File: src/rtl/mdio_responder.sv
// Clause-22 MDIO target: oversamples MDC/MDIO, decodes read/write frames
// addressed to PHYADDR and serves a 32x16 management register file.
module mdio_responder #(
  parameter logic [4:0]  PHYADDR      = 5'h01,
  parameter int          PREAMBLE_LEN = 32,
  parameter logic [15:0] PHYID1       = 16'h2000,
  parameter logic [15:0] PHYID2       = 16'h5C90,
  parameter logic [15:0] BMCR_RST     = 16'h3100
) (
  input  logic        i_clk,
  input  logic        i_rst_n,
  input  logic        i_mdc,
  input  logic        i_mdio,
  output logic        o_mdio,
  output logic        o_mdwe,
  input  logic [15:0] i_status,
  output logic        o_wr_stb,
  output logic [4:0]  o_wr_addr,
  output logic [15:0] o_wr_data,
  output logic        o_phy_rst
);

  localparam logic [5:0] PRE_MAX = 6'(PREAMBLE_LEN);

  typedef enum logic [2:0] {
    S_PRE,
    S_START,
    S_OP,
    S_ADDR,
    S_TA,
    S_DATA
  } state_t;

  state_t      state;
  logic [5:0]  pre_cnt;
  logic [3:0]  bit_cnt;
  logic        op_msb;
  logic        is_read;
  logic        match;
  logic [9:0]  addr_sr;
  logic [15:0] rd_sr;
  logic [15:0] wr_sr;
  logic [15:0] regs [32];

  logic        mdc_p0, mdc_p1, mdc_p2;
  logic        mdio_p0, mdio_p1;
  logic        rise;
  logic        bit_in;
  logic [4:0]  snap_ra;
  logic [15:0] rd_word;
  logic [15:0] wr_word;
  logic [4:0]  wr_ra;
  logic        drive;

  function automatic logic [5:0] pre_inc(input logic [5:0] c);
    return (c >= PRE_MAX) ? PRE_MAX : c + 6'd1;
  endfunction

  // Bit 15 of the control register is a self-clearing reset request.
  function automatic logic [15:0] bmcr_store(input logic [15:0] d);
    return {1'b0, d[14:0]};
  endfunction

  // Stage p0/p1: two-flop synchronisers; p2 gives the MDC rising-edge detect.
  // Idle-high reset keeps a high MDC at reset release from faking a rise.
  always_ff @(posedge i_clk or negedge i_rst_n) begin
    if (!i_rst_n) begin
      mdc_p0  <= 1'b1;
      mdc_p1  <= 1'b1;
      mdc_p2  <= 1'b1;
      mdio_p0 <= 1'b1;
      mdio_p1 <= 1'b1;
    end else begin
      mdc_p0  <= i_mdc;
      mdc_p1  <= mdc_p0;
      mdc_p2  <= mdc_p1;
      mdio_p0 <= i_mdio;
      mdio_p1 <= mdio_p0;
    end
  end

  assign rise    = mdc_p1 & ~mdc_p2;
  assign bit_in  = mdio_p1;
  assign snap_ra = {addr_sr[3:0], bit_in};
  assign wr_word = {wr_sr[14:0], bit_in};
  assign wr_ra   = addr_sr[4:0];
  assign drive   = is_read & match;

  always_comb begin
    rd_word = regs[snap_ra];
    case (snap_ra)
      5'd1:    rd_word = i_status;
      5'd2:    rd_word = PHYID1;
      5'd3:    rd_word = PHYID2;
      default: rd_word = regs[snap_ra];
    endcase
  end

  // Frame shift registers carry data only and need no reset.
  always_ff @(posedge i_clk) begin
    if (rise) begin
      case (state)
        S_ADDR: begin
          addr_sr <= {addr_sr[8:0], bit_in};
          if (bit_cnt == 4'd9 && is_read) rd_sr <= rd_word;
        end
        S_TA: begin
          if (bit_cnt == 4'd1) rd_sr <= {rd_sr[14:0], 1'b0};
        end
        S_DATA: begin
          rd_sr <= {rd_sr[14:0], 1'b0};
          wr_sr <= wr_word;
        end
        default: ;
      endcase
    end
  end

  // Frame FSM, pad drive and write-back; outputs change one cycle after rise.
  always_ff @(posedge i_clk or negedge i_rst_n) begin
    if (!i_rst_n) begin
      state     <= S_PRE;
      pre_cnt   <= 6'd0;
      bit_cnt   <= 4'd0;
      op_msb    <= 1'b0;
      is_read   <= 1'b0;
      match     <= 1'b0;
      o_mdio    <= 1'b1;
      o_mdwe    <= 1'b0;
      o_wr_stb  <= 1'b0;
      o_wr_addr <= 5'd0;
      o_wr_data <= 16'd0;
      o_phy_rst <= 1'b0;
      for (int i = 0; i < 32; i++) regs[i] <= (i == 0) ? BMCR_RST : 16'h0000;
    end else begin
      o_wr_stb  <= 1'b0;
      o_phy_rst <= 1'b0;
      if (rise) begin
        pre_cnt <= bit_in ? pre_inc(pre_cnt) : 6'd0;
        case (state)
          S_PRE: begin
            if (!bit_in && pre_cnt >= PRE_MAX) state <= S_START;
          end
          S_START: begin
            bit_cnt <= 4'd0;
            if (bit_in) begin
              state <= S_OP;
            end else begin
              state   <= S_PRE;
              pre_cnt <= 6'd0;
            end
          end
          S_OP: begin
            if (bit_cnt == 4'd0) begin
              op_msb  <= bit_in;
              bit_cnt <= 4'd1;
            end else if (op_msb != bit_in) begin
              is_read <= op_msb;
              state   <= S_ADDR;
              bit_cnt <= 4'd0;
            end else begin
              state   <= S_PRE;
              pre_cnt <= 6'd0;
            end
          end
          S_ADDR: begin
            if (bit_cnt == 4'd9) begin
              match   <= (addr_sr[8:4] == PHYADDR);
              state   <= S_TA;
              bit_cnt <= 4'd0;
            end else begin
              bit_cnt <= bit_cnt + 4'd1;
            end
          end
          S_TA: begin
            if (bit_cnt == 4'd0) begin
              bit_cnt <= 4'd1;
              if (drive) begin
                o_mdwe <= 1'b1;
                o_mdio <= 1'b0;
              end
            end else begin
              state   <= S_DATA;
              bit_cnt <= 4'd0;
              if (drive) o_mdio <= rd_sr[15];
            end
          end
          S_DATA: begin
            if (bit_cnt == 4'd15) begin
              state   <= S_PRE;
              pre_cnt <= 6'd0;
              o_mdwe  <= 1'b0;
              o_mdio  <= 1'b1;
              if (!is_read && match) begin
                o_wr_stb  <= 1'b1;
                o_wr_addr <= wr_ra;
                o_wr_data <= wr_word;
                o_phy_rst <= (wr_ra == 5'd0) && wr_word[15];
                if (wr_ra == 5'd0)
                  regs[0] <= bmcr_store(wr_word);
                else if (wr_ra >= 5'd4)
                  regs[wr_ra] <= wr_word;
              end
            end else begin
              bit_cnt <= bit_cnt + 4'd1;
              if (drive) o_mdio <= rd_sr[15];
            end
          end
          default: begin
            state   <= S_PRE;
            pre_cnt <= 6'd0;
          end
        endcase
      end
    end
  end

endmodule

File: config.mk
export PLATFORM = sky130hd
export DESIGN_NAME = mdio_responder
export DESIGN_NICKNAME = d
export VERILOG_FILES = /design/src/rtl/mdio_responder.sv
export SDC_FILE = /design/constraint.sdc
export NUM_CORES = 1
export LEC_CHECK = 0
export BUFFER_PORTS_ARGS = -buffer_cell sky130_fd_sc_hd__clkbuf_2
export CAP_MARGIN = 20
export CORE_MARGIN = 10
export CORE_UTILIZATION = 63
export DETAILED_ROUTE_END_ITERATION = 16
export MAX_ROUTING_LAYER = met4
export PLACE_DENSITY = 0.79
export SYNTH_ARGS = -nofsm -noshare
export SYNTH_HDL_FRONTEND = slang
export SYNTH_SLANG_ARGS = --single-unit
File: constraint.sdc
create_clock -name i_clk -period 2.9 [get_ports i_clk]
set_input_delay 0.29 -clock i_clk [delete_from_list [all_inputs] [get_ports i_clk]]
set_output_delay 0.29 -clock i_clk [all_outputs]
set_load 0.02 [all_outputs]
==> metrics.txt <==
# TYPE chip_impl_metric gauge
chip_impl_info{name="outcome",value="finished clean"} 1
chip_impl_metric{name="grt_antenna_before_repair",unit=""} 0
chip_impl_info{name="critical_path_class",value="flop to flop"} 1
chip_impl_metric{name="synth-async-reset-ratio",unit="%"} 93.3
chip_impl_metric{name="grt_start_max_net_pins",unit=""} 88
chip_impl_info{name="clockRootBuffer",value="sky130_fd_sc_hd__clkbuf_16"} 1
chip_impl_metric{name="worstPathArrival",unit="ns"} 3.20
chip_impl_metric{name="gp_congestion",unit=""} 0.900
chip_impl_metric{name="post_cts_buffers",unit=""} 0
chip_impl_metric{name="avgSynthCellArea",unit="um2"} 14.0
chip_impl_metric{name="cts_resized",unit=""} 0
chip_impl_metric{name="detailed_place_hpwl",unit="mm"} 43.1
chip_impl_metric{name="final_net_count",unit=""} 1992
chip_impl_metric{name="finish.cell_count_without_fillers",unit=""} 2596
chip_impl_info{name="crit_path_top_delay_cell",value="sky130_fd_sc_hd__dfstp_4"} 1
chip_impl_metric{name="grt_pass1_vias",unit=""} 17477
chip_impl_metric{name="syn-cell-area",unit="um2"} 27200
chip_impl_metric{name="number_of_buffers_between_clock_root_and_the_deepest_sink",unit=""} 3
chip_impl_metric{name="synthesis.nets",unit=""} 1971
chip_impl_metric{name="vias_per_cell",unit=""} 6.49
chip_impl_metric{name="power.density",unit="nW/um2"} 543
chip_impl_metric{name="post_placement_setup_slack",unit="ns"} 0.227
chip_impl_metric{name="htree_levels",unit=""} 2
chip_impl_metric{name="clk_pin_slew_worst_paths",unit="ns"} 0.07
chip_impl_metric{name="finalMaxSlewViolations",unit=""} 0
chip_impl_metric{name="flow.area_growth_from_synthesis",unit="%"} 12.0
chip_impl_metric{name="io_pins",unit=""} 45
chip_impl_metric{name="drt.antenna.violating_nets",unit=""} 0
chip_impl_metric{name="synth-seq-area-share",unit="%"} 55.5
chip_impl_metric{name="worst_path_largest_cell_delay",unit="ns"} 0.78
chip_impl_metric{name="timing.max_slew.rel_slack",unit="%"} 23.1
chip_impl_metric{name="total_power",unit="mW"} 16.5
chip_impl_metric{name="grt_remaining_overflow",unit=""} 0
chip_impl_metric{name="route.detailed.wl_per_inst",unit="um"} 26.2
chip_impl_metric{name="clock_latency",unit="ns"} 0.65
chip_impl_metric{name="initial_utilization",unit="%"} 63.4
chip_impl_metric{name="hold_slack",unit="ns"} 0.0864
chip_impl_metric{name="irDropWorstVdd",unit="uV"} 497
chip_impl_metric{name="placement_rows",unit=""} 76
chip_impl_metric{name="worst-r2r-setup-slack",unit="ns"} 0.07
chip_impl_metric{name="post_syn_instances",unit=""} 1944
chip_impl_metric{name="port_buffers",unit=""} 44
chip_impl_metric{name="cp.buffers_inverters",unit=""} 2
chip_impl_metric{name="grt_util_all_layers",unit="%"} 26.9
chip_impl_metric{name="synth_cell_types",unit=""} 73
chip_impl_metric{name="die_h",unit="um"} 228
chip_impl_metric{name="placedCellCount",unit=""} 2481
chip_impl_metric{name="first_pass_iters",unit=""} 8
chip_impl_metric{name="first_pass_grt_wire_length",unit="mm"} 106
chip_impl_metric{name="synth.ff_latch_count",unit=""} 595
chip_impl_metric{name="final.setup.tns",unit="ns"} 0
chip_impl_info{name="cells_traversed_along_the_worst_timing_path",value="buf_12, buf_4, mux2i_1, o22ai_1, o21ai_0, and4b_1, a222oi_1"} 1
chip_impl_metric{name="route.detailed.drc",unit=""} 0
chip_impl_metric{name="worst_margin_slew",unit="ns"} 1.15
chip_impl_metric{name="die_x",unit="um"} 228
chip_impl_metric{name="report.final.setup_viol",unit=""} 0
chip_impl_metric{name="fin_crit",unit="ns"} 2.83
chip_impl_metric{name="cts_hold_buf",unit=""} 3
chip_impl_metric{name="fin_worst_skew",unit="ns"} 0.0369
chip_impl_metric{name="clock-sinks",unit=""} 595
chip_impl_info{name="endpoint_kind",value="flop"} 1
chip_impl_info{name="timing.hold.worst.class",value="input port to flop"} 1
chip_impl_metric{name="final.setup.worst_slack",unit="ns"} 0.0698
chip_impl_metric{name="drtIter0Drc",unit=""} 1923
chip_impl_info{name="setup.worst_path.start_class",value="flop"} 1
chip_impl_metric{name="max_cap_viol_count",unit=""} 0
chip_impl_metric{name="routed_wl",unit="mm"} 68.0
chip_impl_info{name="mostFrequentLayoutCells",value="sky130_fd_sc_hd__dfrtp_1, sky130_fd_sc_hd__mux2_2, sky130_fd_sc_hd__mux2i_1"} 1
chip_impl_metric{name="die-area",unit="um2"} 51900
chip_impl_metric{name="core_area",unit="um2"} 42900
chip_impl_info{name="timing.critical_path.max_delay_family",value="flip-flops"} 1
chip_impl_metric{name="finalCritPeriodShare",unit="%"} 97.6
chip_impl_info{name="cts_tree",value="built"} 1
chip_impl_metric{name="final_layout_size_suffix_gt1_share",unit="%"} 41.7
chip_impl_info{name="grt_setup_unrepaired",value="false"} 1
chip_impl_metric{name="synth_edf_count",unit=""} 40
chip_impl_metric{name="cp.required",unit="ns"} 3.27
chip_impl_metric{name="synth_warnings",unit=""} 0
chip_impl_info{name="most_used_flip_flop_cell_after_synthesis",value="sky130_fd_sc_hd__dfrtp_1"} 1
chip_impl_metric{name="max_freq",unit="MHz"} 353
chip_impl_metric{name="detailroute.via_count",unit=""} 16859
chip_impl_metric{name="cts_made_buffers",unit=""} 61
chip_impl_metric{name="final-hold-violation-count",unit=""} 0
chip_impl_metric{name="total_leakage_power",unit="nW"} 15.1
chip_impl_metric{name="critical_path_fanouts_max",unit=""} 35
chip_impl_info{name="mostFrequentLayoutCell",value="sky130_fd_sc_hd__dfrtp_1"} 1
chip_impl_metric{name="n_antenna_cell",unit=""} 0
-- worst paths after layout --
| path | from | endpoint | cells after the start |
|---|---|---|---|
| max in group asynchronous | i_rst_n | regs[504] | 3 |
| min | i_status[5] | rd_sr[5] | 3 |
| max reg2reg | bit_in | rd_sr[1] | 7 |
| min in group asynchronous | i_rst_n | o_wr_data[4] | 2 |
| min reg2reg | mdc_p0 | mdc_p1 | 0 |
| max | bit_in | rd_sr[1] | 7 |
-- sequential cells by signal, indices dropped and copies added (netlist names), 3 cells and up --
signal	count
pre_cnt	6
o_wr_addr	5
bit_cnt	4
o_wr_data	16
state	3
regs	509
wr_sr	15
rd_sr	16
addr_sr	9
-- report_power, final --
group	total, mW	leakage, nW	switching, mW	internal [mW]
sequential	8.40	8.07	0.0149	8.39
clock	7.73	0.969	3.25	4.48
combinational	0.413	6.06	0.275	0.138
-- through the flow --
step                      utilization [%]  area [um2]
final                                71.0       30500
after global routing                 71.0       30500
after CTS                            70.9       30400
after detailed placement             66.3       28400
after global placement               66.3       28400
after floorplan                         -       27200
-- kinds of logic after synthesis --
logic type	after synthesis	share of synthesized area, %
mux	675	30.0
xor+xnor	2	0.0644
flops	595	55.5
compound gates	186	4.69
simple gates	246	5.32
fa+ha+maj	7	0.322
buf+inv	233	4.09
-- layer usage --
layer  share of wire, %  GRT usage, %  up-vias
met5                  0             -        -
met4                4.4          12.1        0
met3                6.9          3.90      156
met2                 47          40.1      660
met1                 42          36.2     8936
li1                   -             -     7107
-- worst min-delay path: stages --
cell and delay (ns):
sky130_fd_sc_hd__clkbuf_2 0.10, sky130_fd_sc_hd__nand2_1 0.07, sky130_fd_sc_hd__a222oi_1 0.08
-- final cells by class --
type	instances	area [um2]
clock inverter	19	190
inverter	25	93.8
fill	2749	12400
tap	585	732
multi-input combinational	1116	11000
timing repair buffer	166	1560
clock buffer	90	1780
sequential	595	15100
-- Yosys cell counts, drive strengths merged (23+ instances only) --
cell type,number,area [um2]
buf,77,527
clkbuf,131,492
dfrtp,546,13700
edfxtp,40,1200
inv,24,90.1
mux2,489,5540
mux2i,127,1270
mux4,59,1330
nand2,115,447
nand3,27,158
nor3,23,295
o21ai,40,200
o22ai,61,382
(Power assumes the default switching activity.)
